$ cat src/rtl/prefix_adder_pkg.sv
// Shared types and elaboration-time helpers for the pipelined prefix adder.
// Pipeline depth is derived here so the RTL and its users agree on latency.
package prefix_adder_pkg;

    typedef enum logic [1:0] {
        OP_ADD  = 2'b00,
        OP_ADDC = 2'b01,
        OP_SUB  = 2'b10,
        OP_SUBB = 2'b11
    } op_e;

    typedef struct packed {
        logic g;
        logic p;
    } gp_t;

    function automatic int clog2(input int n);
        int r;
        r = 0;
        for (int i = 0; i < 31; i++) begin
            if ((1 << i) < n) r = i + 1;
        end
        return r;
    endfunction

    function automatic int lat(input int width, input int reg_every);
        int lv;
        lv = clog2(width);
        return 2 + (lv + reg_every - 1) / reg_every;
    endfunction

endpackage

$ cat src/rtl/prefix_adder_pipe_level.sv
// One combinational Kogge-Stone level: positions below SPAN pass through,
// every other position merges with the group SPAN positions below it.
module prefix_level
    import prefix_adder_pkg::*;
#(
    parameter int WIDTH = 16,
    parameter int SPAN  = 1
) (
    input  gp_t [WIDTH-1:0] i_gp,
    output gp_t [WIDTH-1:0] o_gp
);

    for (genvar i = 0; i < WIDTH; i++) begin : g_bit
        if (i < SPAN) begin : g_pass
            assign o_gp[i] = i_gp[i];
        end else begin : g_black
            assign o_gp[i].g = i_gp[i].g | (i_gp[i].p & i_gp[i-SPAN].g);
            assign o_gp[i].p = i_gp[i].p & i_gp[i-SPAN].p;
        end
    end

endmodule

$ cat src/rtl/prefix_adder_pipe.sv
// Pipelined Kogge-Stone add/sub with valid/ready handshake and tag passthrough.
// Position 0 of the prefix vector is a virtual bit whose generate is the carry-in.
module prefix_adder_pipe
    import prefix_adder_pkg::*;
#(
    parameter int WIDTH     = 16,
    parameter int REG_EVERY = 1,
    parameter int TAG_W     = 4
) (
    input  logic             clk,
    input  logic             rst,
    input  logic             in_valid,
    output logic             in_ready,
    input  logic [1:0]       op,
    input  logic [WIDTH-1:0] a,
    input  logic [WIDTH-1:0] b,
    input  logic             cin,
    input  logic [TAG_W-1:0] tag,
    output logic             out_valid,
    input  logic             out_ready,
    output logic [WIDTH-1:0] sum,
    output logic             cout,
    output logic             ovf,
    output logic             zero,
    output logic [TAG_W-1:0] out_tag
);

    localparam int LEVELS = clog2(WIDTH);
    localparam int NSTG   = LEVELS + 1;

    logic             w_en;
    logic [WIDTH-1:0] w_bb;
    logic             w_c0;
    logic [WIDTH-1:0] w_p0;
    gp_t  [WIDTH-1:0] w_gp0;

    logic             r_out_valid;
    logic [WIDTH-1:0] r_sum;
    logic             r_cout;
    logic             r_ovf;
    logic             r_zero;
    logic [TAG_W-1:0] r_out_tag;

    assign w_en     = !r_out_valid || out_ready;
    assign in_ready = w_en;

    always_comb begin
        w_bb = b;
        w_c0 = 1'b0;
        case (op_e'(op))
            OP_ADD:  begin w_bb = b;  w_c0 = 1'b0; end
            OP_ADDC: begin w_bb = b;  w_c0 = cin;  end
            OP_SUB:  begin w_bb = ~b; w_c0 = 1'b1; end
            OP_SUBB: begin w_bb = ~b; w_c0 = cin;  end
            default: begin w_bb = b;  w_c0 = 1'b0; end
        endcase
    end

    assign w_p0 = a ^ w_bb;

    // Shift up by one so the carry-in sits at position 0 with p = 0.
    always_comb begin
        w_gp0[0].g = w_c0;
        w_gp0[0].p = 1'b0;
        for (int i = 1; i < WIDTH; i++) begin
            w_gp0[i].g = a[i-1] & w_bb[i-1];
            w_gp0[i].p = w_p0[i-1];
        end
    end

    gp_t  [WIDTH-1:0] w_gp   [NSTG];
    logic [WIDTH-1:0] w_p    [NSTG];
    logic             w_gmsb [NSTG];
    logic             w_vld  [NSTG];
    logic [TAG_W-1:0] w_tag  [NSTG];

    gp_t  [WIDTH-1:0] r_gp0;
    logic [WIDTH-1:0] r_p0;
    logic             r_gmsb0;
    logic             r_vld0;
    logic [TAG_W-1:0] r_tag0;

    always_ff @(posedge clk) begin
        if (rst) begin
            r_vld0 <= 1'b0;
        end else if (w_en) begin
            r_vld0  <= in_valid;
            r_gp0   <= w_gp0;
            r_p0    <= w_p0;
            r_gmsb0 <= a[WIDTH-1] & w_bb[WIDTH-1];
            r_tag0  <= tag;
        end
    end

    assign w_gp[0]   = r_gp0;
    assign w_p[0]    = r_p0;
    assign w_gmsb[0] = r_gmsb0;
    assign w_vld[0]  = r_vld0;
    assign w_tag[0]  = r_tag0;

    for (genvar l = 0; l < LEVELS; l++) begin : g_lvl
        gp_t [WIDTH-1:0] w_nxt;

        prefix_level #(
            .WIDTH (WIDTH),
            .SPAN  (1 << l)
        ) u_level (
            .i_gp (w_gp[l]),
            .o_gp (w_nxt)
        );

        if (((l + 1) % REG_EVERY == 0) || (l == LEVELS - 1)) begin : g_reg
            gp_t  [WIDTH-1:0] r_gp;
            logic [WIDTH-1:0] r_p;
            logic             r_gmsb;
            logic             r_vld;
            logic [TAG_W-1:0] r_tag;

            always_ff @(posedge clk) begin
                if (rst) begin
                    r_vld <= 1'b0;
                end else if (w_en) begin
                    r_vld  <= w_vld[l];
                    r_gp   <= w_nxt;
                    r_p    <= w_p[l];
                    r_gmsb <= w_gmsb[l];
                    r_tag  <= w_tag[l];
                end
            end

            assign w_gp[l+1]   = r_gp;
            assign w_p[l+1]    = r_p;
            assign w_gmsb[l+1] = r_gmsb;
            assign w_vld[l+1]  = r_vld;
            assign w_tag[l+1]  = r_tag;
        end else begin : g_comb
            assign w_gp[l+1]   = w_nxt;
            assign w_p[l+1]    = w_p[l];
            assign w_gmsb[l+1] = w_gmsb[l];
            assign w_vld[l+1]  = w_vld[l];
            assign w_tag[l+1]  = w_tag[l];
        end
    end

    // Final group G at position i is the carry into bit i; group P is always 0.
    logic [WIDTH-1:0] w_carry;
    logic             w_unused_p;
    logic [WIDTH-1:0] w_sum;
    logic             w_cmsb;
    logic             w_cout;
    logic             w_ovf;

    always_comb begin
        w_carry    = '0;
        w_unused_p = 1'b0;
        for (int i = 0; i < WIDTH; i++) begin
            w_carry[i] = w_gp[LEVELS][i].g;
            w_unused_p = w_unused_p ^ w_gp[LEVELS][i].p;
        end
    end

    assign w_sum  = w_p[LEVELS] ^ w_carry;
    assign w_cmsb = w_carry[WIDTH-1];
    assign w_cout = w_gmsb[LEVELS] | (w_p[LEVELS][WIDTH-1] & w_cmsb);
    assign w_ovf  = w_cmsb ^ w_cout;

    always_ff @(posedge clk) begin
        if (rst) begin
            r_out_valid <= 1'b0;
            r_sum       <= '0;
            r_cout      <= 1'b0;
            r_ovf       <= 1'b0;
            r_zero      <= 1'b0;
            r_out_tag   <= '0;
        end else if (w_en) begin
            r_out_valid <= w_vld[LEVELS];
            if (w_vld[LEVELS]) begin
                r_sum     <= w_sum;
                r_cout    <= w_cout;
                r_ovf     <= w_ovf;
                r_zero    <= ~|w_sum;
                r_out_tag <= w_tag[LEVELS];
            end
        end
    end

    assign out_valid = r_out_valid;
    assign sum       = r_sum;
    assign cout      = r_cout;
    assign ovf       = r_ovf;
    assign zero      = r_zero;
    assign out_tag   = r_out_tag;

endmodule

$ cat config.mk
export PLATFORM = sky130hd
export DESIGN_NAME = prefix_adder_pipe
export DESIGN_NICKNAME = d
export VERILOG_FILES = /design/src/rtl/prefix_adder_pkg.sv /design/src/rtl/prefix_adder_pipe_level.sv /design/src/rtl/prefix_adder_pipe.sv
export SDC_FILE = /design/constraint.sdc
export NUM_CORES = 1
export LEC_CHECK = 0
export CAP_MARGIN = 10
export CELL_PAD_IN_SITES_DETAIL_PLACEMENT = 1
export CELL_PAD_IN_SITES_GLOBAL_PLACEMENT = 1
export CORE_AREA = 2 2 162 164
export CTS_BUF_LIST = sky130_fd_sc_hd__clkbuf_8
export DETAILED_ROUTE_END_ITERATION = 6
export DIE_AREA = 0 0 164 166
export HOLD_SLACK_MARGIN = 0.02
export PLACE_DENSITY_LB_ADDON = 0.1
export SLEW_MARGIN = 20
export SYNTH_ARGS = -nofsm -noshare
export SYNTH_HDL_FRONTEND = slang
export SYNTH_SLANG_ARGS = --single-unit
$ cat constraint.sdc
create_clock -name clk -period 22 [get_ports clk]
set_input_delay 4.4 -clock clk [delete_from_list [all_inputs] [get_ports clk]]
set_output_delay 4.4 -clock clk [all_outputs]
set_load 0.05 [all_outputs]
**After elaboration in Yosys (flattened, before gate mapping)**

Cells that the tools add are included.

- Bits in registers: 263
- Latch bits: 0
- Bits in writable memories: 0
- ROM bits: 0
- Input port bits: 43
- Output and inout bits: 25
- Memories: 0

- Add/sub/neg operators: 0
- Multiply operators: 0
- Div/mod/pow operators: 0
- $lt $le $gt $ge: 0
- Equal/unequal tests: 3
- Shift operators: 0
- Mux-type cells: 2
- Bitwise logic cells: 155
- Reduce and logical (&&, ||, !) cells: 10

Operators by type and width:

| cell | count |
|---|---|
| $and 1x1->1 | 100 |
| $or 1x1->1 | 50 |
| $pmux 16 s2 | 1 |
| $xor 16x16->16 | 2 |
| $not 16->16 | 1 |
| $reduce_or 16->1 | 1 |
| $reduce_or 2->1 | 3 |
| $eq 2x2->1 const B | 2 |
| $reduce_and 2->1 | 2 |
| $pmux 1 s3 | 1 |
| $eq 2x1->1 const B | 1 |
| $logic_not 1->1 | 2 |
| $logic_not 2->1 | 1 |
| $logic_or 1x1->1 | 1 |
| $not 1->1 | 1 |
| $xor 1x1->1 | 1 |

**Longest topological paths before layout**

- Depth in word-level cells: 4
- Mapped depth: 8
- Depth with buffers taken out: 5

**By module**

A second synthesis with hierarchy kept.

- Cells, all modules: 534
- Area total of the unflattened synthesis: 9614.2 um^2

By module, submodules not included:

| module | instances | cells each | area an instance (um^2) | sequential area each (um^2) |
|---|---|---|---|---|
| prefix_adder_pipe | 1 | 406 | 8692.1 | 7577.3 |
| prefix_level at g_lvl[3].u_level | 1 | 32 | 240.2 | 0.0 |
| prefix_level at g_lvl[2].u_level | 1 | 32 | 231.5 | 0.0 |
| prefix_level at g_lvl[1].u_level | 1 | 32 | 226.5 | 0.0 |
| prefix_level at g_lvl[0].u_level | 1 | 32 | 224.0 | 0.0 |

**Worst setup path before layout**

OpenSTA, ideal clock, no wires.

- Kind: input to register
- From: in rst
- To: reg g_lvl[0].g_reg.r_gmsb (enable)
- Library setup time: 805 ps
- Arrival: 13907 ps
- Path slack: 7289 ps
- Stages on the path: 3
- Path buffers: 2
- Cells stage by stage: buf_2 > clkbuf_1 > nor2_1

- Word-level cells in the longest chain between the ends: 2

RTL lines:

| item | RTL line | RTL |
|---|---|---|
| from (decl) | prefix_adder_pipe.sv:11 | `input logic rst,` |
| $not 1->1 (no source line) | - |  |
| $reduce_and 2->1 (no source line) | - |  |
| to (signal assigned) | prefix_adder_pipe.sv:126 | `r_gmsb <= w_gmsb[l];` |
| to (decl) | prefix_adder_pipe.sv:115 | `logic r_gmsb;` |

No other way between the ends.
A chain may end at the register's enable or synchronous reset.

**Final worst setup path**

- From: in out_ready
- To: out in_ready

- Word-level cells in the longest chain between the ends: 1

RTL lines:

| item | RTL line | RTL |
|---|---|---|
| from (decl) | prefix_adder_pipe.sv:20 | `input logic out_ready,` |
| $logic_or 1x1->1 | prefix_adder_pipe.sv:44 | `assign w_en = !r_out_valid \|\| out_ready;` |
| to (decl) | prefix_adder_pipe.sv:13 | `output logic in_ready,` |

No other way between the ends.

==> reports/qor.txt <==
outcome -> finished, final reports clean
Comb pwr share -> 0.045
# fillers -> 2494
Vias/cell -> 4.28
GP Congestion -> 0.708
DR DRC count -> 0
CTS tree -> built
Post-Syn Instances -> 474
critical path class -> in -> out
final setup violation count -> 0
cell row count -> 59
share of layout cells above drive strength 1 -> 0.120
Critical Path Sink Type -> primary output
CTS Hold Bufs -> 0
global-route wire length before repair -> 22700 µm
P per Cell Area -> 92.9 mW/mm²
class of the worst hold path -> reg -> reg
Sequential Power Share -> 0.568
Slew Viols, Final -> 0
largest net degree at the start of global routing -> 208
Die Span X -> 164 µm
drt wl/cell -> 14.8 µm
Final nets -> 638
Placed Instance Area -> 0.00986 mm²
CTS-repair resized insts -> 0
design internal power -> 0.786 mW
ANT nets after route -> 0
Worst Clk Skew -> 13.4 ps
switch share -> 0.209
register area -> 0.00716 mm²
Mapped Area -> 0.00881 mm²
initial detailed-routing violation count -> 252
clock group share of total power -> 0.387
Final Hold Vio Count -> 0
Routed WL -> 14000 µm
core region area -> 0.0256 mm²
Synth Warn # -> 0
CTS buffer count -> 42
Max-slew headroom -> 0.341
net count after synthesis -> 534
Ant. Diodes -> 0
synth unique cells -> 23
Pwr Total -> 0.994 mW
maximum VDD drop -> 0.0362 mV
detailed-router iteration count before antenna repair -> 5
root buf cell -> clkbuf_8
Tmin final -> 10320 ps
gr ovfl total -> 0
setup TNS -> 0 ps
RSZ-0062 raised after global routing -> no
Chip Height -> 166 µm
Mean Syn Cell Area -> 18.6 µm²
area share of the largest cell type after synthesis -> 0.746
post-layout instance area -> 0.0107 mm²
leakage -> 3.88 nW
Post-CTS Setup Inserts -> 0
Max Root-Sink Buffers -> 3
critical-path maximum fanout -> 8
worst slew pin tran -> 986 ps
Clock Latency Late Sink -> 520 ps
sequential area share after synthesis -> 0.812
full die area -> 0.0272 mm²
DP HPWL -> 8930 µm
clock slew seen by the registers of the worst setup and hold paths -> 60 ps
synthesized flop and latch total -> 248
top cells by area, synth -> edfxtp_1, dfxtp_1, a21o_1, and2_1, ha_1
startpoint types -> input pin
WP data arrival -> 5920 ps
Area growth syn-to-layout -> 21.3%
htree depth -> 2
Critical Path RT -> 17600 ps
Buffers on Ports -> 67
CTS Sinks -> 248
Fmax -> 0.0969 GHz
initial antenna violation count -> 0
Multi-input gate area -> 0.00158 mm²
number of global-route vias before repair -> 4336
initial core utilization -> 0.344
largest area contributor in the netlist -> edfxtp_1
via count -> 4045
total of max-cap violations -> 0
P_sw -> 0.208 mW
Tot GR Track Use -> 0.106
period utilization -> 0.469
Top Ports -> 68
## worst max-delay path, cell delays in order
cell and delay [ps]:
clkdlybuf4s50_1 450, nor2b_4 290, inv_6 70, clkdlybuf4s50_1 700
## routing by layer
layer,routed length (µm),part of all wire,track usage,vias to the layer above
met5,0,0,0,-
met4,382,0.027,0.0461,0
met3,779,0.056,0.0310,37
met2,6700,0.48,0.168,105
met1,6160,0.44,0.134,1911
li1,-,-,-,1992
## Yosys cell counts
cell and instances:
nor3_1 3, nand4_1 3, buf_2 4, ha_1 17
and2_4 1, a211oi_2 15, dfxtp_1 29, nand3_1 1
and2_1 34, inv_6 1, a21oi_1 11, a21o_1 50
mux2_2 1, xor2_1 17, nor2b_4 1, nor3b_1 1
buf_6 4, xnor2_1 15, nor2_1 22, clkbuf_1 1
nand2_1 23, buf_1 1, edfxtp_1 219
## sequential cells by signal, indices dropped and copies added (netlist names)
register            flops
cout                    1
g_lvl.g_reg.r_gmsb      4
g_lvl.g_reg.r_gp       97
g_lvl.g_reg.r_p        64
g_lvl.g_reg.r_tag      16
g_lvl.g_reg.r_vld       4
out_tag                 4
out_valid               1
ovf                     1
r_gmsb0                 1
r_gp0                  16
r_p0                   16
r_tag0                  4
r_vld0                  1
sum                    16
w_cmsb                  1
zero                    1
## stage by stage
stage          setup slack (ps)   util  hold slack (ps)  cells
3_3_place_gp              11710  0.385              401    868
6_report                  11680  0.417              410    945
3_5_place_dp              11690  0.385              405    868
4_1_cts                   11680  0.416              413    944
2_1_floorplan              7290      -              400    474
5_1_grt                   11630  0.417              416    945
## logic make-up after synthesis
family                   after synthesis  synth area share
adder cells (fa/ha/maj)               17            0.0241
XOR/XNOR                              32            0.0318
AND/OR/NAND/NOR                       89            0.0511
flip-flops                           248             0.812
multiplexers                           1           0.00128
AO/OA/AOI/OAI                         76            0.0702
buffers and inverters                 11           0.00923
## power by group through the flow
stage | Clock [mW] | Sequential, mW | Combinational, mW
after floorplan | 0 | 0.576 | 0.0259
after global placement | 0 | 0.575 | 0.0437
after detailed placement | 0 | 0.576 | 0.0446
after CTS | 0.403 | 0.566 | 0.0452
after global routing | 0.423 | 0.568 | 0.0501
final | 0.384 | 0.565 | 0.0444
## worst paths after layout
kind	start	endpoint	slack, ps	depth (start not counted)
worst max-delay path	out_ready	in_ready	11680	4
worst min-delay path	g_lvl[0].g_reg.r_p[1]	g_lvl[1].g_reg.r_p[1]	410	0
worst max register to register	out_valid	g_lvl[1].g_reg.r_gp[7]	19780	4
worst min register to register	g_lvl[0].g_reg.r_p[1]	g_lvl[1].g_reg.r_p[1]	410	0
## final cells by class
cell class	count	area share
clock buffer	46	0.0592
clock inverter	30	0.0157
inverter	1	0.000819
sequential	248	0.669
timing repair buffer	70	0.0679
tap	335	0.0392
multi-input combinational	215	0.148
## cells in the final DEF, fill, tap and decap left out, types with 2 or more instances in the layout
master           count
edfxtp_1           219
clkdlybuf4s50_1     67
a21o_1              50
clkbuf_8            46
and2_1              34
dfxtp_1             29
nand2_1             23
nor2_1              21
inv_1               19
xor2_1              17
ha_1                17
a211oi_2            15
xnor2_1             15
a21oi_1             11
clkinv_1             7
nand4_1              3
nor3_1               3
clkinv_2             2
bufinv_16            2
(Power assumes the default switching activity.)
